### config.mk
export PLATFORM = sky130hd
export DESIGN_NAME = alu_arbiter_2ch_flat
export DESIGN_NICKNAME = d
export VERILOG_FILES = /design/src/rtl/alu_arbiter_2ch_pkg.sv /design/src/rtl/alu_arbiter_2ch_if.sv /design/src/rtl/alu_arbiter_2ch_rr_arb2.sv /design/src/rtl/alu_arbiter_2ch.sv /design/src/flat_wrapper.sv
export SDC_FILE = /design/constraint.sdc
export NUM_CORES = 1
export LEC_CHECK = 0
export ABC_AREA = 1
export ABC_CLOCK_PERIOD_IN_PS = 1450
export CORE_ASPECT_RATIO = 1.75
export CORE_UTILIZATION = 37
export CTS_BUF_LIST = sky130_fd_sc_hd__clkbuf_16
export DETAILED_ROUTE_END_ITERATION = 10
export GPL_ROUTABILITY_DRIVEN = 1
export GPL_TIMING_DRIVEN = 0
export PLACE_DENSITY_LB_ADDON = 0.12
export SYNTH_ARGS = -nofsm -noshare
export SYNTH_HDL_FRONTEND = slang
export SYNTH_SLANG_ARGS = --single-unit
### constraint.sdc
create_clock -name clk -period 1.45 [get_ports clk]
set_input_delay 0.29 -clock clk [delete_from_list [all_inputs] [get_ports clk]]
set_output_delay 0.29 -clock clk [all_outputs]
set_load 0.01 [all_outputs]
### src/rtl/alu_arbiter_2ch_pkg.sv
// Shared types and constants for the two-channel ALU arbiter.
// The optional ALU_ARB_STATS_EN build adds per-channel grant counters of STATS_W bits.
package alu_arb_pkg;

    localparam int ALU_DW  = 4;
    localparam int ALU_SW  = 3;
    localparam int NUM_CH  = 2;
    localparam int STATS_W = 8;

    typedef enum logic {
        IDLE = 1'b0,
        EXEC = 1'b1
    } state_t;

endpackage

### src/rtl/alu_arbiter_2ch_if.sv
// Request/response bundle between the two requesters and the arbiter.
// master = requester side, slave = arbiter side.
interface alu_arbiter_2ch_if
    import alu_arb_pkg::*;
#(
    parameter int DW = ALU_DW,
    parameter int SW = ALU_SW
);
    logic [NUM_CH-1:0] req_valid;
    logic [NUM_CH-1:0] req_ready;
    logic [DW-1:0]     req_a0;
    logic [DW-1:0]     req_a1;
    logic [DW-1:0]     req_b0;
    logic [DW-1:0]     req_b1;
    logic [SW-1:0]     req_s0;
    logic [SW-1:0]     req_s1;
    logic [NUM_CH-1:0] rsp_valid;
    logic [DW-1:0]     rsp_y;

    modport master (
        output req_valid, req_a0, req_a1, req_b0, req_b1, req_s0, req_s1,
        input  req_ready, rsp_valid, rsp_y
    );

    modport slave (
        input  req_valid, req_a0, req_a1, req_b0, req_b1, req_s0, req_s1,
        output req_ready, rsp_valid, rsp_y
    );
endinterface

### src/rtl/alu_arbiter_2ch_rr_arb2.sv
// Combinational 2-way round-robin pick: a lone requester always wins,
// a tie goes to the channel named by prio.
module rr_arb2 (
    input  logic [1:0] valid,
    input  logic       prio,
    output logic [1:0] gnt,
    output logic       win
);
    always_comb begin
        win = 1'b0;
        gnt = 2'b00;
        case (valid)
            2'b01: begin
                win = 1'b0;
                gnt = 2'b01;
            end
            2'b10: begin
                win = 1'b1;
                gnt = 2'b10;
            end
            2'b11: begin
                win = prio;
                gnt = prio ? 2'b10 : 2'b01;
            end
            default: begin
                win = 1'b0;
                gnt = 2'b00;
            end
        endcase
    end
endmodule

### src/rtl/alu_arbiter_2ch.sv
// Two-channel round-robin sequencer sharing one combinational ALU; one op per two cycles.
// Define ALU_ARB_STATS_EN to add saturating per-channel grant counters.
module alu_arbiter_2ch
    import alu_arb_pkg::*;
#(
    parameter int DW = ALU_DW,
    parameter int SW = ALU_SW
) (
    input  logic                clk,
    input  logic                rst,
    alu_arbiter_2ch_if.slave    bus,
    output logic [DW-1:0]       alu_a,
    output logic [DW-1:0]       alu_b,
    output logic [SW-1:0]       alu_s,
    input  logic [DW-1:0]       alu_y,
    output logic                busy
`ifdef ALU_ARB_STATS_EN
    ,
    output logic [STATS_W-1:0]  grant_cnt0,
    output logic [STATS_W-1:0]  grant_cnt1
`endif
);
    state_t            state;
    logic              prio;
    logic              gnt_id;
    logic [NUM_CH-1:0] gnt;
    logic              win;
    logic              handshake;
    logic [NUM_CH-1:0] rsp_valid;
    logic [DW-1:0]     rsp_y;

    rr_arb2 u_arb (
        .valid (bus.req_valid),
        .prio  (prio),
        .gnt   (gnt),
        .win   (win)
    );

    assign bus.req_ready = (state == IDLE) ? gnt : '0;
    assign handshake     = |(bus.req_valid & bus.req_ready);
    assign busy          = (state == EXEC);
    assign bus.rsp_valid = rsp_valid;
    assign bus.rsp_y     = rsp_y;

    always_ff @(posedge clk or posedge rst) begin
        if (rst) begin
            state     <= IDLE;
            prio      <= 1'b0;
            gnt_id    <= 1'b0;
            alu_a     <= '0;
            alu_b     <= '0;
            alu_s     <= '0;
            rsp_valid <= '0;
            rsp_y     <= '0;
        end else begin
            case (state)
                IDLE: begin
                    rsp_valid <= '0;
                    if (handshake) begin
                        alu_a  <= win ? bus.req_a1 : bus.req_a0;
                        alu_b  <= win ? bus.req_b1 : bus.req_b0;
                        alu_s  <= win ? bus.req_s1 : bus.req_s0;
                        gnt_id <= win;
                        prio   <= ~win;
                        state  <= EXEC;
                    end
                end
                EXEC: begin
                    // ALU has had a full cycle on the registered operands
                    rsp_y     <= alu_y;
                    rsp_valid <= gnt_id ? 2'b10 : 2'b01;
                    state     <= IDLE;
                end
                default: state <= IDLE;
            endcase
        end
    end

`ifdef ALU_ARB_STATS_EN
    function automatic logic [STATS_W-1:0] sat_inc(input logic [STATS_W-1:0] cnt);
        return (&cnt) ? cnt : cnt + 1'b1;
    endfunction

    always_ff @(posedge clk or posedge rst) begin
        if (rst) begin
            grant_cnt0 <= '0;
            grant_cnt1 <= '0;
        end else if (handshake) begin
            if (win) grant_cnt1 <= sat_inc(grant_cnt1);
            else     grant_cnt0 <= sat_inc(grant_cnt0);
        end
    end
`endif
endmodule

### src/flat_wrapper.sv
// flat-port wrapper written by rule: the top's interface ports become plain ports
module alu_arbiter_2ch_flat import alu_arb_pkg::*;
#(
    parameter int DW = ALU_DW,
    parameter int SW = ALU_SW
)
  (clk, rst, alu_a, alu_b, alu_s, alu_y, busy, bus_req_valid, bus_req_a0, bus_req_a1, bus_req_b0, bus_req_b1, bus_req_s0, bus_req_s1, bus_req_ready, bus_rsp_valid, bus_rsp_y);
  alu_arbiter_2ch_if #(.DW(DW), .SW(SW)) bus_i ();
  input  logic clk;
  input  logic rst;
  output logic [DW-1:0] alu_a;
  output logic [DW-1:0] alu_b;
  output logic [SW-1:0] alu_s;
  input  logic [DW-1:0] alu_y;
  output logic busy;
  input wire logic [$bits(bus_i.req_valid)-1:0] bus_req_valid;
  input wire logic [$bits(bus_i.req_a0)-1:0] bus_req_a0;
  input wire logic [$bits(bus_i.req_a1)-1:0] bus_req_a1;
  input wire logic [$bits(bus_i.req_b0)-1:0] bus_req_b0;
  input wire logic [$bits(bus_i.req_b1)-1:0] bus_req_b1;
  input wire logic [$bits(bus_i.req_s0)-1:0] bus_req_s0;
  input wire logic [$bits(bus_i.req_s1)-1:0] bus_req_s1;
  output wire logic [$bits(bus_i.req_ready)-1:0] bus_req_ready;
  output wire logic [$bits(bus_i.rsp_valid)-1:0] bus_rsp_valid;
  output wire logic [$bits(bus_i.rsp_y)-1:0] bus_rsp_y;
  assign bus_i.req_valid = bus_req_valid;
  assign bus_i.req_a0 = bus_req_a0;
  assign bus_i.req_a1 = bus_req_a1;
  assign bus_i.req_b0 = bus_req_b0;
  assign bus_i.req_b1 = bus_req_b1;
  assign bus_i.req_s0 = bus_req_s0;
  assign bus_i.req_s1 = bus_req_s1;
  assign bus_req_ready = bus_i.req_ready;
  assign bus_rsp_valid = bus_i.rsp_valid;
  assign bus_rsp_y = bus_i.rsp_y;
  alu_arbiter_2ch #(.DW(DW), .SW(SW)) u_core (.clk(clk), .rst(rst), .bus(bus_i), .alu_a(alu_a), .alu_b(alu_b), .alu_s(alu_s), .alu_y(alu_y), .busy(busy));
endmodule
# Yosys cells after proc, flatten, opt, wreduce, memory -nomap -nowiden
# Cells that the tools add are included.
dict set report word_totals {
  in_bits 30
  regBits 20
  wordCells 27
}
dict set report classes {
  reduce_logical 2
  bitwise_logic 3
  n_mux 11
  eq_ne 3
}
# op n
set ops {}
lappend ops {{4-bit 2-to-1 mux} 2}
lappend ops {{2-bit 2-to-1 mux} 3}
lappend ops {{2-bit one-hot mux with 3 select lines} 1}
lappend ops {{2-bit == test (second input constant)} 2}
lappend ops {{1-bit one-hot mux with 2 select lines} 2}
lappend ops {{2-bit one-hot mux with 2 select lines} 1}
lappend ops {{3-bit 2-to-1 mux} 1}
lappend ops {{2-bit bitwise AND} 1}
lappend ops {{2-bit by 1-bit == test with 1-bit output (second input constant)} 1}
lappend ops {{1-bit inverter} 2}
lappend ops {{2-bit AND reduction} 1}
lappend ops {{2-bit OR reduction} 1}
lappend ops {{1-bit 2-to-1 mux} 1}

# Depth between registers and ports, before layout
# Gate-level depths: netlist (run 1).
dict set report logic_depth {
  word_depth 7
  mapped_depth 5
  depth_no_buf 4
}

# Cells and area by module
# A second synthesis (run 1) with hierarchy kept.
dict set report hier_totals {
  cells_unflattened 129
  hier_area_um2 1027.2
}
# mod seq_area_each_um2 instances area_per_inst_um2 cells_each
set modules_own_cells {}
lappend modules_own_cells {alu_arbiter_2ch 500.5 1 1002.2 123}
lappend modules_own_cells {rr_arb2 0.0 1 25.0 6}

# Least setup slack after synthesis (run 1)
# Ideal clock, no wire load.
dict set report synth_path {
  path_type {register -> output}
  start {register u_core.state (netlist: u_core.busy)}
  end {output bus_req_ready[1]}
  path_buffers 1
  stages_incl_launch_ff 5
  t_required_ns 1.160
  arrival_ns 1.038
  setup_slack_ns 0.122
  path_cell_list {dfrtp_1 -> nor2_1 -> buf_2 -> nand2_1 -> inv_1}
}
dict set report synth_via {
  elab_chain_len 1
}
# element line_no
set synth_lines {}
lappend synth_lines {{start: declaration} alu_arbiter_2ch.sv:23} ;# state_t state;
lappend synth_lines {{start signal: assignment} alu_arbiter_2ch.sv:47} ;# state <= IDLE;
lappend synth_lines {{start signal: assignment} alu_arbiter_2ch.sv:65} ;# state <= EXEC;
lappend synth_lines {{start signal: assignment} alu_arbiter_2ch.sv:72} ;# state <= IDLE;
lappend synth_lines {{2-bit 2-to-1 mux} alu_arbiter_2ch.sv:39} ;# assign bus.req_ready = (state == IDLE) ? gnt : '0;
lappend synth_lines {{end: declaration} flat_wrapper.sv:23} ;# output wire logic [$bits(bus_i.req_ready)-1:0] bus_req_ready;
# Every way passes these cells.

# Worst setup path after layout (run 1)
# Ends and elaborated chain as after synthesis.

==> metrics.md, run 1 <==
| Metric | Value |
|---|---|
| Placed insts | roughly 180 |
| Sequential area share after synthesis | 55.8% |
| Final setup fails | 0 |
| Critical Path RT | between 1 and 1.5 ns |
| Die H | 67.1 microns |
| Post-DP HPWL | around 1.8 mm |
| Synth cell types | 12 |
| Layout cell share with drive strength beyond 1 | 15.5% |
| Outcome | finished, final reports clean |
| Die span in x | between 30 and 40 microns |
| Root buffer cell | clkbuf_16 |
| Largest family of logic cells by synthesized area | simple AND/OR/NAND/NOR gates |
| CP arrival | approximately 1.2 ns |
| DRT iter0 DRCs | 42 |
| Core ar. | 0.00230 sq mm |
| Final hold vios | 0 |
| Buf/Inv on CP | 3 |
| Post-Synthesis Cell Area | ~900 sq um |
| Final Power | between 0.002 and 0.0025 W |
| Via/cell ratio | roughly 5.5 |
| Syn_area_per_cell | approximately 8.7 sq um |
| Layout area overhead | 75.7% |
| R2R setup slack | 0.23 ns |
| CP most frequent cell | buf_6 |
| Critical path class | flop to output port |
| VDD IR max | around 0.00094 V |
| Min-delay worst type | flop to flop |
| Drt drc | 0 |
| WP depth | 5 |
| Crit-path cells | buf_6, nor2_4, nand2_2, inv_2, buf_6 |
| Worst Hold Endpoint | u_core.bus.rsp_valid[0] |
| HP Start | u_core.gnt_id |
| Post-Synth Adder-Cell Area | 0% |
| Met3 Wirelength | about 140 microns |
| Port Buf Inserts | 49 |
| Minimum clock period | 1.44 ns |
| Seq. cell area | 502 sq um |
| Max Clock Freq | 693 MHz |
| Commonest non-fill, non-tap cells in the layout | 37 x clkdlybuf4s50_1, 33 x nand3_1, 19 x dfrtp_1 |
| Clk_skew | roughly 0.0029 ns |
| Simple-Gate Fraction of Synth Area | between 30 and 40% |
| Synth Area in XOR/XNOR | 0% |
| Cell family with the largest share of critical-path delay | flip-flops |
| CP Max Fanout | 4 |
| Clk slew on worst S/H paths | approximately 0.050 ns |
| Fillers | 210 |
| Die area | between 0.002 and 0.003 sq mm |
| Pre-antenna DRT Iters | 4 |
| Worst slew pin tran | roughly 0.76 ns |
| Most common cell after layout, fill and taps aside | clkdlybuf4s50_1 |
| Clock Latency Late Sink | between 0.2 and 0.3 ns |
| Crit Reg-Reg Endpoint | u_core.alu_a[1] |
| Num rows | 23 |
| Slew HR | 49.2% |
| Metal1 wirelength | ~930 microns |
| Final worst-path cycle share | about 100% |
| Mux contribution to synthesized area | 0% |
| Max-cap violations | 0 |
| R2r startpoint | u_core.prio |
| Leak pwr | around 0.8 nW |
| Final Routed Wirelength | around 2.7 mm |
| Startpoint types | flop |
| Via Count | approximately 1000 |
| Cts bufs inserted | 3 |
| Worst hold path depth | 1 |
| Top routing layer used | met4 |
| Number of diodes | 0 |
| Path depth of the worst reg2reg path | 4 |
| CTS tree | yes |
| CTS sink count | 20 |
| Hold-fix buffers, CTS | 0 |
| Core Util, Final | approximately two thirds |
| CP max stage delay | about 0.43 ns |
| Vias in the first global route | roughly 900 |
| Worst setup EP type | output port |
| Total grt overflow | 0 |
| Antenna-violating nets left | 0 |
| Pwr Density | approximately 1300 mW/mm^2 |
| Syn nets | 133 |
| Clock Path Buffers | 2 |
| Synth Warn # | 0 |
| Final Max Tran Viols | 0 |
| Total Routing Usage GR | around 22% |
| First-pass GRT wire length | approximately 4 mm |
| Initial antenna violation count | 0 |
| Largest net degree at the start of global routing | 21 |
| Fin Setup TNS | 0 ns |
| Multi-input logic area | about 360 sq um |
| Fin cells | approximately 190 |
| Met2 WL | about 1.6 mm |
| Placer's final routability congestion estimate | 0.852 |
| Post-synthesis compound-gate area fraction | 0.558% |
| H-tree levels | 1 |
| IO Pins | 50 |
| Slowest stage cell, crit path | dfrtp_2 |
| Cell count after synthesis | 103 |
| FF+latch count, synth | 20 |
| RSZ-0062 raised after global routing | yes |
| WL per Instance | roughly 14 microns |
| Final #Nets | 193 |
| Initial core utilization | roughly two fifths |
worst max-delay path by stage:
stage                     startpoint                to  slack [ns]
floorplan                u_core.busy  bus_req_ready[1]        0.12
global placement    bus_req_valid[0]  bus_req_ready[1]       -0.88
detailed placement  bus_req_valid[0]  bus_req_ready[1]       -0.86
CTS                      u_core.busy  bus_req_ready[1]       -0.08
global route             u_core.busy  bus_req_ready[1]       -0.04
finish                   u_core.busy  bus_req_ready[1]       0.006
per-layer routing:
metal	vias to the layer above	GRT usage, %
met5	-	0
met4	0	9.48
met3	4	0.987
met2	49	40.6
met1	488	24.4
li1	476	-
registers in the layout, indices dropped and copies added (netlist names):
signal,cells
u_core.alu_b,4
u_core.prio,1
u_core.busy,1
u_core.bus.rsp_valid,2
u_core.bus.rsp_y,4
u_core.gnt_id,1
u_core.alu_a,4
u_core.alu_s,3
cell usage after synthesis:
master | instances | area share, %
buf_6 | 1 | 1.3
buf_4 | 1 | 0.84
inv_1 | 6 | 2.5
o21ai_0 | 1 | 0.56
inv_2 | 1 | 0.42
nor2_1 | 2 | 0.84
buf_2 | 2 | 1.1
nand3_1 | 34 | 19
nand4_1 | 11 | 7.7
nand2_1 | 21 | 8.8
dfrtp_1 | 20 | 56
clkbuf_1 | 3 | 1.3
repair_timing:
action	in CTS	in global routing
setup buffers	6	2
pin swaps	1	1
cloned	0	0
resized for setup	20	13
setup endpoints to repair	5	7
cell families after synthesis:
kind of cell	count (synthesis)
AND/OR/NAND/NOR	68
buffers and inverters	14
AO/OA/AOI/OAI	1
flip-flops	20
worst register-to-register path, cell delays in order, from the launching register on:
cell and delay [ns]:
dfrtp_1 0.39, nand2_2 0.10, clkbuf_1 0.39, nand4_1 0.16, nand3_1 0.12
report_power, final:
part / total [W] / internal, W / switching, W
sequential: 0.000767 / 0.000693 / 0.0000740
clock: 0.000556 / 0.000363 / 0.000193
combinational: 0.000724 / 0.000387 / 0.000337
cell type report:
| class | count | area share [%] |
|---|---|---|
| timing repair buffer | 57 | 35.1 |
| sequential | 20 | 31.8 |
| multi-input combinational | 69 | 22.5 |
| clock buffer | 3 | 4.76 |
| buffer | 5 | 1.98 |
| tap | 25 | 1.98 |
| inverter | 7 | 1.83 |
metrics by stage:
stage                     hold WS (ns)  setup WS (ns)  area, sq um
after floorplan                  0.254          0.122          897
after global placement           0.443         -0.880         1420
after detailed placement         0.454         -0.856         1420
after CTS                        0.462        -0.0751         1550
after global routing             0.491        -0.0392         1580
final                            0.461        0.00635         1580
(Power assumes the default switching activity.)
==> run 2, diff against run 1 <==
- CAP_MARGIN: not set -> 10
- CORE_UTILIZATION: 37 -> 29
==> metrics.md, run 2 (synthesis results as in run 1) <==
| Metric | Value |
|---|---|
| Outcome | finished, violations left |
| Failing checks | design-rule violations, negative setup slack |
| Worst Setup Slack, final | -0.0254 ns (-0.0317 ns) |
| Die area | 0.00333 sq mm (+26%) |
| Final #Nets | 193 (unchanged) |
| Clock Path Buffers | 2 (unchanged) |
| First-pass GRT wire length | 4.41 mm (+11%) |
| Worst hold path depth | 1 (unchanged) |
| Fin Hold WS | 0.461 ns (-0.000239 ns) |
| Max Clock Freq | 678 MHz (-2.1%) |
| Comb power frac | 35.5% (about the same) |
| Post-placement cell area | 0.00142 sq mm (+0.26%) |
| Layout cell share with drive strength beyond 1 | 14.2% (-1.3 points) |
| Num rows | 26 (+13%) |
| CP Max Fanout | 7 (+3) |
| Number of diodes | 0 (unchanged) |
| Fillers | 291 (+39%) |
| Placed insts | 180 (+1.7%) |
| Core Util, Final | 55.0% (-13 points) |
| Vias in the first global route | 963 (+6.4%) |
| Clk slew on worst S/H paths | 0.06 ns (about the same) |
| Port Buf Inserts | 49 (unchanged) |
| Cell-internal power | 0.00146 W (+0.90%) |
| Worst Hold Endpoint | u_core.bus.rsp_valid[0] |
| Final Routed Wirelength | 2.67 mm (-0.37%) |
| H-tree levels | 1 (unchanged) |
| Final worst-path cycle share | 102% (+2.2 points) |
| CTS tree | yes |
| Switching share of power | 29.4% (-0.11 points) |
| Final setup fails | 1 (+1) |
| Crit Reg-Reg Endpoint | u_core.alu_b[3] |
| Largest net degree at the start of global routing | 21 (unchanged) |
| Most common cell after layout, fill and taps aside | clkdlybuf4s50_1 |
| Multi-input logic area | 353 sq um (-0.70%) |
| Drt drc | 4 (+4) |
| Minimum clock period | 1.48 ns (+0.0317 ns) |
| Antenna-violating nets left | 0 (unchanged) |
| Post-DP HPWL | 1.87 mm (+2.8%) |
| CTS sink count | 20 (unchanged) |
| Die span in x | 44.0 microns (+12%) |
| DRT iter0 DRCs | 44 (+4.8%) |
| Worst slew pin tran | 0.756 ns (-0.00522 ns) |
| HP Start | u_core.gnt_id |
| Initial core utilization | 30.6% (-8.3 points) |
| Clock power share | 27.6% (+0.4 points) |
| Clock Latency Late Sink | 0.25 ns (about the same) |
| Final instance area | 0.00161 sq mm (+2.2%) |
| Total Routing Usage GR | 17.9% (-4.1 points) |
| Layout area overhead | 79.6% |
| WL per Instance | 14.1 microns (-2.5%) |
| Root buffer cell | clkbuf_16 |
| Final hold vios | 0 (unchanged) |
| CP arrival | 1.19 ns (+0.04 ns) |
| R2R setup slack | 0.12 ns (-0.11 ns) |
| Worst setup EP type | output port |
| RSZ-0062 raised after global routing | yes |
| Critical Path RT | 1.16 ns (about the same) |
| Fin cells | 190 (+2.2%) |
| Seq. cell area | 502 sq um (unchanged) |
| Final Max Tran Viols | 0 (unchanged) |
| Placer's final routability congestion estimate | 0.803 (-5.7%) |
| P_sw | 0.000606 W (+0.36%) |
| Critical path class | flop to output port |
| Slew HR | 49.6% (+0.35 points) |
| Core ar. | 0.00293 sq mm (+27%) |
| Leak pwr | 0.853 nW (+6.3%) |
| VDD IR max | 0.000720 V (-23%) |
| Die H | 75.6 microns (+13%) |
| Initial antenna violation count | 0 (unchanged) |
| Startpoint types | flop |
| Seq pwr share | 36.8% (-0.6 points) |
| Path depth of the worst reg2reg path | 7 (+3) |
| Pwr Density | 1280 mW/mm^2 (-1.4%) |
| Via Count | 972 (-4.4%) |
| Max-cap violations | 0 (unchanged) |
| Clk_skew | 0.00223 ns (-0.000651 ns) |
| IO Pins | 50 (unchanged) |
| Total grt overflow | 0 (unchanged) |
| Via/cell ratio | 5.12 (-6.4%) |
| Pre-antenna DRT Iters | 7 (+3) |
| Commonest non-fill, non-tap cells in the layout | 35 x clkdlybuf4s50_1, 33 x nand3_1, 19 x nand2_1, 19 x dfrtp_1, 11 x nand4_1 |
| Hold-fix buffers, CTS | 0 (unchanged) |
| Cts bufs inserted | 3 (unchanged) |
| R2r startpoint | u_core.busy |
| Min-delay worst type | flop to flop |
| Biggest regs | u_core.alu_a (4), u_core.alu_b (4), u_core.bus.rsp_y (4) |
run 2: per-stage QoR:
stage          worst slack, ns  TNS, ns  power [W]
2_1_floorplan            0.122        0    0.00106
3_3_place_gp            -0.901    -3.42    0.00145
3_5_place_dp            -0.948    -4.06    0.00146
4_1_cts                -0.0352  -0.0352    0.00209
5_1_grt                -0.0670  -0.0698    0.00219
6_report               -0.0254  -0.0254    0.00206
run 2: worst max path at each step:
| stage | from | endpoint | slack, ns | cells after the start |
|---|---|---|---|---|
| floorplan | u_core.busy | bus_req_ready[1] | 0.12 | 4 |
| global placement | bus_req_valid[1] | bus_req_ready[1] | -0.90 | 7 |
| detailed placement | bus_req_valid[0] | bus_req_ready[1] | -0.95 | 6 |
| CTS | u_core.busy | bus_req_ready[1] | -0.04 | 6 |
| global route | u_core.busy | bus_req_ready[1] | -0.07 | 6 |
| finish | u_core.busy | bus_req_ready[1] | -0.03 | 6 |
run 2: repair_timing:
action / CTS / global route
gates resized for setup: 28 / 10
setup buffers: 5 / 1
setup endpoints to repair: 3 / 11
pin swaps: 1 / 0
run 2: layer usage:
layer  GRT usage [%]  routed length, microns
met5               0                       0
met4            8.75                      72
met3            2.84                     171
met2            30.9                    1410
met1            21.1                    1020
run 2: worst max-delay path, cell delays in order, from the launching register on:
cell	delay [ns]
dfrtp_2	0.41
buf_6	0.14
nor2_4	0.10
buf_6	0.12
nand2_4	0.04
inv_2	0.05
buf_6	0.09
run 2: layout make-up:
class,instances,area share [%]
Tap cell,28,2.17
Timing Repair Buffer,55,34.4
Sequential cell,20,31.1
Inverter,7,1.94
Buffer,7,3.57
Clock buffer,3,4.66
Clock inverter,1,0.233
Multi-Input combinational cell,69,21.9
run 2: power by group through the flow:
| stage | combinational, W | sequential (W) | clock (W) |
|---|---|---|---|
| after floorplan | 0.000232 | 0.000827 | 0 |
| after global placement | 0.000674 | 0.000777 | 0 |
| after detailed placement | 0.000682 | 0.000777 | 0 |
| after CTS | 0.000753 | 0.000762 | 0.000577 |
| after global routing | 0.000801 | 0.000775 | 0.000610 |
| final | 0.000733 | 0.000759 | 0.000570 |
